==> src/rtl/j1_uart_io.sv <==
// rtl/j1_uart_io.sv - j1 I/O-bus UART: 8N1 TX/RX with programmable divisor
// Build option UART_RX_FIFO_EN: RX_DEPTH-entry RX FIFO instead of a single holding byte.
module j1_uart_io #(
  parameter logic [15:0] BASE_ADDR   = 16'h6000,
  parameter logic [15:0] DEFAULT_DIV = 16'd434,
  parameter int          RX_DEPTH    = 4
) (
  input  logic        sys_clk_i,
  input  logic        sys_rst_i,
  input  logic        io_rd_i,
  input  logic        io_wr_i,
  input  logic [15:0] io_addr_i,
  input  logic [15:0] io_dout_i,
  output logic [15:0] io_din_o,
  input  logic        uart_rx_i,
  output logic        uart_tx_o,
  output logic        rx_irq_o
);

  typedef enum logic [1:0] {TX_IDLE, TX_START, TX_DATA, TX_STOP} tx_state_t;
  typedef enum logic [1:0] {RX_IDLE, RX_START, RX_DATA, RX_STOP} rx_state_t;

  logic       sel;
  logic [1:0] idx;
  logic       wr_data, wr_stat, wr_div, rd_pop;

  assign sel     = (io_addr_i[15:3] == BASE_ADDR[15:3]);
  assign idx     = io_addr_i[2:1];
  assign wr_data = sel && io_wr_i && (idx == 2'd0);
  assign wr_stat = sel && io_wr_i && (idx == 2'd1);
  assign wr_div  = sel && io_wr_i && (idx == 2'd2);

  logic unused_addr;
  assign unused_addr = io_addr_i[0];

  logic [15:0] divisor;

  always_ff @(posedge sys_clk_i or negedge sys_rst_i) begin
    if (!sys_rst_i) begin
      divisor <= DEFAULT_DIV;
    end else if (wr_div) begin
      divisor <= (io_dout_i < 16'd4) ? 16'd4 : io_dout_i;
    end
  end

  // Transmitter. Each state latches the divisor at its start so a divisor
  // write only affects the next bit.
  tx_state_t   tx_state;
  logic [15:0] tx_cnt, tx_bit_div;
  logic [2:0]  tx_bit;
  logic [7:0]  tx_shift, tx_hold;
  logic        tx_full, tx_line, tx_tick, tx_busy;

  assign tx_tick   = (tx_cnt == tx_bit_div - 16'd1);
  assign tx_busy   = tx_full || (tx_state != TX_IDLE);
  assign uart_tx_o = tx_line;

  always_ff @(posedge sys_clk_i or negedge sys_rst_i) begin
    if (!sys_rst_i) begin
      tx_state   <= TX_IDLE;
      tx_cnt     <= 16'd0;
      tx_bit_div <= DEFAULT_DIV;
      tx_bit     <= 3'd0;
      tx_shift   <= 8'd0;
      tx_hold    <= 8'd0;
      tx_full    <= 1'b0;
      tx_line    <= 1'b1;
    end else begin
      // Line follows the state one cycle later (registered output).
      tx_line <= (tx_state == TX_START) ? 1'b0 :
                 (tx_state == TX_DATA)  ? tx_shift[0] : 1'b1;
      if (wr_data && !tx_full) begin
        tx_hold <= io_dout_i[7:0];
        tx_full <= 1'b1;
      end
      case (tx_state)
        TX_IDLE: begin
          if (tx_full) begin
            tx_shift   <= tx_hold;
            tx_full    <= 1'b0;
            tx_cnt     <= 16'd0;
            tx_bit_div <= divisor;
            tx_state   <= TX_START;
          end
        end
        TX_START: begin
          if (tx_tick) begin
            tx_cnt     <= 16'd0;
            tx_bit_div <= divisor;
            tx_bit     <= 3'd0;
            tx_state   <= TX_DATA;
          end else begin
            tx_cnt <= tx_cnt + 16'd1;
          end
        end
        TX_DATA: begin
          if (tx_tick) begin
            tx_cnt     <= 16'd0;
            tx_bit_div <= divisor;
            tx_shift   <= {1'b0, tx_shift[7:1]};
            if (tx_bit == 3'd7) begin
              tx_state <= TX_STOP;
            end else begin
              tx_bit <= tx_bit + 3'd1;
            end
          end else begin
            tx_cnt <= tx_cnt + 16'd1;
          end
        end
        default: begin
          if (tx_tick) begin
            tx_cnt     <= 16'd0;
            tx_bit_div <= divisor;
            if (tx_full) begin
              tx_shift <= tx_hold;
              tx_full  <= 1'b0;
              tx_state <= TX_START;
            end else begin
              tx_state <= TX_IDLE;
            end
          end else begin
            tx_cnt <= tx_cnt + 16'd1;
          end
        end
      endcase
    end
  end

  // Receiver
  rx_state_t   rx_state;
  logic        rx_meta, rx_sync, rx_prev;
  logic [15:0] rx_cnt, rx_div, rx_half_m1, rx_full_m1;
  logic [2:0]  rx_bit;
  logic [7:0]  rx_shift;
  logic        rx_push, rx_stop_bad;

  assign rx_half_m1  = {1'b0, rx_div[15:1]} - 16'd1;
  assign rx_full_m1  = rx_div - 16'd1;
  assign rx_push     = (rx_state == RX_STOP) && (rx_cnt == rx_full_m1);
  assign rx_stop_bad = rx_push && !rx_sync;

  always_ff @(posedge sys_clk_i or negedge sys_rst_i) begin
    if (!sys_rst_i) begin
      rx_meta  <= 1'b1;
      rx_sync  <= 1'b1;
      rx_prev  <= 1'b1;
      rx_state <= RX_IDLE;
      rx_cnt   <= 16'd0;
      rx_div   <= DEFAULT_DIV;
      rx_bit   <= 3'd0;
      rx_shift <= 8'd0;
    end else begin
      rx_meta <= uart_rx_i;
      rx_sync <= rx_meta;
      rx_prev <= rx_sync;
      case (rx_state)
        RX_IDLE: begin
          if (rx_prev && !rx_sync) begin
            rx_cnt   <= 16'd0;
            rx_div   <= divisor;
            rx_state <= RX_START;
          end
        end
        RX_START: begin
          if (rx_cnt == rx_half_m1) begin
            rx_cnt <= 16'd0;
            if (rx_sync) begin
              rx_state <= RX_IDLE;
            end else begin
              rx_div   <= divisor;
              rx_bit   <= 3'd0;
              rx_state <= RX_DATA;
            end
          end else begin
            rx_cnt <= rx_cnt + 16'd1;
          end
        end
        RX_DATA: begin
          if (rx_cnt == rx_full_m1) begin
            rx_cnt   <= 16'd0;
            rx_div   <= divisor;
            rx_shift <= {rx_sync, rx_shift[7:1]};
            if (rx_bit == 3'd7) begin
              rx_state <= RX_STOP;
            end else begin
              rx_bit <= rx_bit + 3'd1;
            end
          end else begin
            rx_cnt <= rx_cnt + 16'd1;
          end
        end
        default: begin
          if (rx_push) begin
            rx_cnt   <= 16'd0;
            rx_state <= RX_IDLE;
          end else begin
            rx_cnt <= rx_cnt + 16'd1;
          end
        end
      endcase
    end
  end

  // RX buffer
  logic       rx_valid, rx_full, rx_ovf, do_push;
  logic [7:0] rx_head;

  assign rd_pop  = sel && io_rd_i && (idx == 2'd0) && rx_valid;
  assign do_push = rx_push && (!rx_full || rd_pop);
  assign rx_ovf  = rx_push && rx_full && !rd_pop;

`ifdef UART_RX_FIFO_EN
  localparam int AW = $clog2(RX_DEPTH);
  localparam logic [AW:0] FULL_CNT = (AW+1)'(RX_DEPTH);
  localparam logic [AW:0] CNT_ONE  = (AW+1)'(1);

  logic [7:0]    fifo_mem [RX_DEPTH];
  logic [AW-1:0] wr_ptr, rd_ptr;
  logic [AW:0]   fifo_cnt;

  assign rx_valid = (fifo_cnt != '0);
  assign rx_full  = (fifo_cnt == FULL_CNT);
  assign rx_head  = fifo_mem[rd_ptr];

  always_ff @(posedge sys_clk_i) begin
    if (do_push) begin
      fifo_mem[wr_ptr] <= rx_shift;
    end
  end

  always_ff @(posedge sys_clk_i or negedge sys_rst_i) begin
    if (!sys_rst_i) begin
      wr_ptr   <= '0;
      rd_ptr   <= '0;
      fifo_cnt <= '0;
    end else begin
      if (do_push) wr_ptr <= wr_ptr + AW'(1);
      if (rd_pop)  rd_ptr <= rd_ptr + AW'(1);
      case ({do_push, rd_pop})
        2'b10:   fifo_cnt <= fifo_cnt + CNT_ONE;
        2'b01:   fifo_cnt <= fifo_cnt - CNT_ONE;
        default: fifo_cnt <= fifo_cnt;
      endcase
    end
  end
`else
  logic [7:0] hold_byte;
  logic       hold_valid;
  logic       unused_depth;

  assign unused_depth = ^RX_DEPTH;
  assign rx_valid     = hold_valid;
  assign rx_full      = hold_valid;
  assign rx_head      = hold_byte;

  always_ff @(posedge sys_clk_i or negedge sys_rst_i) begin
    if (!sys_rst_i) begin
      hold_byte  <= 8'd0;
      hold_valid <= 1'b0;
    end else if (do_push) begin
      hold_byte  <= rx_shift;
      hold_valid <= 1'b1;
    end else if (rd_pop) begin
      hold_valid <= 1'b0;
    end
  end
`endif

  assign rx_irq_o = rx_valid;

  logic ovr, ferr;

  // A new error event in the same cycle as its clear wins.
  always_ff @(posedge sys_clk_i or negedge sys_rst_i) begin
    if (!sys_rst_i) begin
      ovr  <= 1'b0;
      ferr <= 1'b0;
    end else begin
      if (wr_stat && io_dout_i[3]) ovr  <= 1'b0;
      if (wr_stat && io_dout_i[4]) ferr <= 1'b0;
      if (rx_ovf)      ovr  <= 1'b1;
      if (rx_stop_bad) ferr <= 1'b1;
    end
  end

  always_comb begin
    io_din_o = 16'h0000;
    if (sel) begin
      case (idx)
        2'd0:    if (rx_valid) io_din_o = {7'b0, 1'b1, rx_head};
        2'd1:    io_din_o = {11'b0, ferr, ovr, tx_full, tx_busy, rx_valid};
        2'd2:    io_din_o = divisor;
        default: io_din_o = 16'h0000;
      endcase
    end
  end

endmodule
==> config.mk <==
export PLATFORM = sky130hd
export DESIGN_NAME = j1_uart_io
export DESIGN_NICKNAME = d
export VERILOG_FILES = /design/src/rtl/j1_uart_io.sv
export SDC_FILE = /design/constraint.sdc
export NUM_CORES = 1
export LEC_CHECK = 0
export BUFFER_PORTS_ARGS = -buffer_cell sky130_fd_sc_hd__buf_2
export CAP_MARGIN = 0
export CORE_MARGIN = 2
export CORE_UTILIZATION = 31
export DETAILED_ROUTE_END_ITERATION = 7
export GPL_ROUTABILITY_DRIVEN = 0
export PLACE_DENSITY = 0.44
export SLEW_MARGIN = 20
export SYNTH_ARGS = -nofsm -noshare
export SYNTH_HDL_FRONTEND = slang
export SYNTH_SLANG_ARGS = --single-unit
==> constraint.sdc <==
create_clock -name sys_clk_i -period 4.2 [get_ports sys_clk_i]
set_input_delay 0.21 -clock sys_clk_i [delete_from_list [all_inputs] [get_ports sys_clk_i]]
set_output_delay 0.21 -clock sys_clk_i [all_outputs]
set_load 0.02 [all_outputs]
==> results.md <==
* Outcome: complete, no violations
* WL/cell at 17.0 um
* FF-to-FF End: tx_shift[5]
* Core area at 24,500 um2
* Final HPWL DP at roughly 14 mm
* Initial Util at 0.318
* Most frequent cell after synthesis: dfrtp_1
* Seq cells post-synth at 130
* Iteration-0 DRC Markers at 289
* Reg clk slew, reported paths at 0.06 ns
* Hold endpoint: divisor[1]
* Pwr per Cell Area at 342 nW/um2
* Syn Std Cell Area at 7780 um2
* # port buffers at between 50 and 60
* Max-slew violations at 0
* Register area share after synthesis at 0.421
* Post-synthesis async set-or-reset flop share at 1.00
* Max H-tree Level at 4
* Gr usage total at 0.158
* Worst min-delay path class: in -> reg
* Sequential power share at 0.446
* Final ANT Viol Nets at 0
* Initial antenna violation count at 0
* Post-synth top cells: dfrtp_1 (111), mux2_2 (65), nand2_1 (51)
* Internal power at 0.00224 W
* Clk_skew at between 0.009 and 0.01 ns
* Vias in the first global route at 5,888
* EDFF count, synth at 0
* Largest cells by area after synthesis: dfrtp_1 (36%), mux2_2 (9.4%), dfstp_2 (6.4%)
* Critical-path cell list: inv_1 -> ha_1 -> nor2b_1 -> or3b_2 -> o32a_1 -> o32ai_1 -> o211a_1 -> or4b_1 -> a211o_1 -> mux2_1
* Syn Area/Cell at 9.82 um2
* Max Cap Viol at 0
* Sw frac at 0.269
* Fin cells at 1,169
* Grt total ovfl at 0
* Slew Limit Headroom at 0.416
* Critical R2R Launch: tx_bit_div[1]
* Largest net degree at the start of global routing at 104
* Routed vias at ~6k
* Syn_nets at 842
* Post-Route WL at approximately 20 mm
* Layout area overhead at 14.8%
* Top-area cell type share of the netlist area at 0.357
* DRC Markers at 0
* Combinational share of power at 0.077
* Fmax at 270 MHz
* Crit start category: flip-flop
* RSZ-0062 raised after global routing: false
* CP endpoint kind: flip-flop
* CTS tree: done
* YS warnings at 0
* Chip width at between 150 and 200 um
* Power share of the clock group at 0.477
* Sw power at about 0.00082 W
* Hold path start: io_dout_i[1]
* First-pass GRT wire length at 32.8 mm
* # setup viols final at 0
* Min cycle time layout at 3.70 ns
* Yosys top cell by area: dfrtp_1
* Crit path DAT at 3.99 ns
* Core Rows at 57
* I/O pins at 55
* CTS max path bufs at 2
* FF-to-FF path depth at 10
* Post-synth top flop: dfrtp_1
* Setup TNS at 0 ns
* Root Driver: clkbuf_16
* Final hold viol count at 0
* Max stage delay on crit path at 0.58 ns
* Hold path depth at 3
* Final worst-path cycle share at 0.880
* Critical Path RT at ~4.5 ns
* Cell Area, Placed at roughly 8300 um2
* CTS Buf Count at 17
* Total Nets Final at ~880
* Max VDD drop at 0.268 mV
* Die area at approximately 26,000 um2
* PnR Total Power at 0.00306 W
* Netlist cell types at 70
* Cell leakage power at around 4.2 nW
* Layout cell share with drive strength beyond 1 at 0.232
* Final Cell Area at 8930 um2
* Reg-to-reg slack, setup at around 0.50 ns
* Worst-skew pair later-pin latency at 0.42 ns
* Fill count at 2,462
* Placed cell count at roughly 1.1k
* Clk sinks at 130
* Least-Margin Pin Slew at about 0.88 ns
* Antenna cells at 0
* Vias per cell at 5.11
* Synth Instances at 792
* Slowest CP cell: or4b_1
* CP Max Fanout at 9
* First-pass DRT Iterations at 4
* WS Path Type: reg -> reg
* Die Ht at ~160 um
## power groups by stage
stage | Clock, W | Sequential (W) | Combinational [W]
after floorplan | 0 | 0.00133 | 0.000212
after global placement | 0 | 0.00139 | 0.000235
after detailed placement | 0 | 0.00139 | 0.000236
after CTS | 0.00150 | 0.00137 | 0.000239
after global routing | 0.00156 | 0.00137 | 0.000270
final | 0.00146 | 0.00136 | 0.000236
## flip-flops by register name, summed over array words and instances, names as in the netlist
signal,count
divisor,16
ferr,1
hold_byte,8
ovr,1
rx_bit,3
rx_cnt,16
rx_div,16
rx_irq_o,1
rx_meta,1
rx_prev,1
rx_shift,8
rx_state,2
rx_sync,1
tx_bit,3
tx_bit_div,16
tx_cnt,16
tx_full,1
tx_hold,8
tx_shift,8
tx_state,2
uart_tx_o,1
## through the flow
stage | worst slack, ns | utilization | hold slack [ns]
4_1_cts | 0.469 | 0.365 | 0.0230
5_1_grt | 0.164 | 0.365 | 0.0391
3_3_place_gp | 0.524 | 0.341 | 0.318
2_1_floorplan | 0.742 | - | -0.0856
6_report | 0.503 | 0.365 | 0.0363
3_5_place_dp | 0.468 | 0.341 | 0.317
## kinds of logic (layout without fill, tap and decap cells)
logic type / Yosys count / in the layout / share of synthesized area
xor gates and xnor gates: 61 / 61 / 0.0687
adders and majority gates: 13 / 13 / 0.0209
and+or+nand+nor: 275 / 275 / 0.196
buffers and inverters: 75 / 128 / 0.0421
muxes: 88 / 88 / 0.126
DFF: 130 / 130 / 0.421
AOI/OAI and AO/OA: 150 / 150 / 0.125
## cell type report
cell class	count	area, um2	share of cell area
Inverter	28	105	0.0118
Sequential cell	130	3280	0.367
Tap cell	324	405	0.0454
Timing Repair Buffer	68	392	0.0438
Clock inverter	14	143	0.0160
Multi-Input combinational cell	587	4180	0.468
Clock buffer	18	429	0.0481
## layout by cell type (no fill, tap or decap), drive strengths merged, types with 15 or more instances in the layout
master,n
xor2,18
o21ai,42
inv,36
mux2,79
nand3,27
nand2,51
a21oi,36
dfrtp,111
nand2b,19
buf,65
nor2,47
clkbuf,19
nor3,18
a31oi,22
nor4,24
dfstp,19
nor2b,15
xnor2,43
and3,25
## worst max-delay path: cells and delay by family, from the launching register on
family | cells | cell delay, ns
AND/OR/NAND/NOR | 3 | 1.26
AO/OA/AOI/OAI | 4 | 1.08
flip-flops | 1 | 0.55
multiplexers | 1 | 0.35
adder cells (fa/ha/maj) | 1 | 0.28
buffers and inverters | 1 | 0.06
## repair_timing
item,4_1_cts,5_1_grt
gates resized for setup,0,0
hold buffers,2,0
endpoints found under the hold margin,55,0
buffers inserted,0,0
## per-layer routing
layer / track usage / vias to the layer above / part of all wire
li1: - / 2952 / -
met1: 0.230 / 2902 / 0.52
met2: 0.240 / 102 / 0.44
met3: 0.0275 / 18 / 0.029
met4: 0.0422 / 0 / 0.014
met5: 0 / - / 0
## worst max-delay path by stage
stage / depth (start not counted) / end / start / slack (ns)
after floorplan: 12 / tx_bit_div[10] / tx_bit_div[1] / 0.74
after global placement: 10 / hold_byte[5] / rx_div[0] / 0.52
after detailed placement: 10 / hold_byte[7] / rx_div[0] / 0.47
after CTS: 10 / hold_byte[5] / rx_div[0] / 0.47
after global routing: 10 / hold_byte[5] / rx_div[0] / 0.16
final: 10 / tx_shift[5] / tx_bit_div[1] / 0.50
No activity file was read; power rests on OpenSTA's default activity.
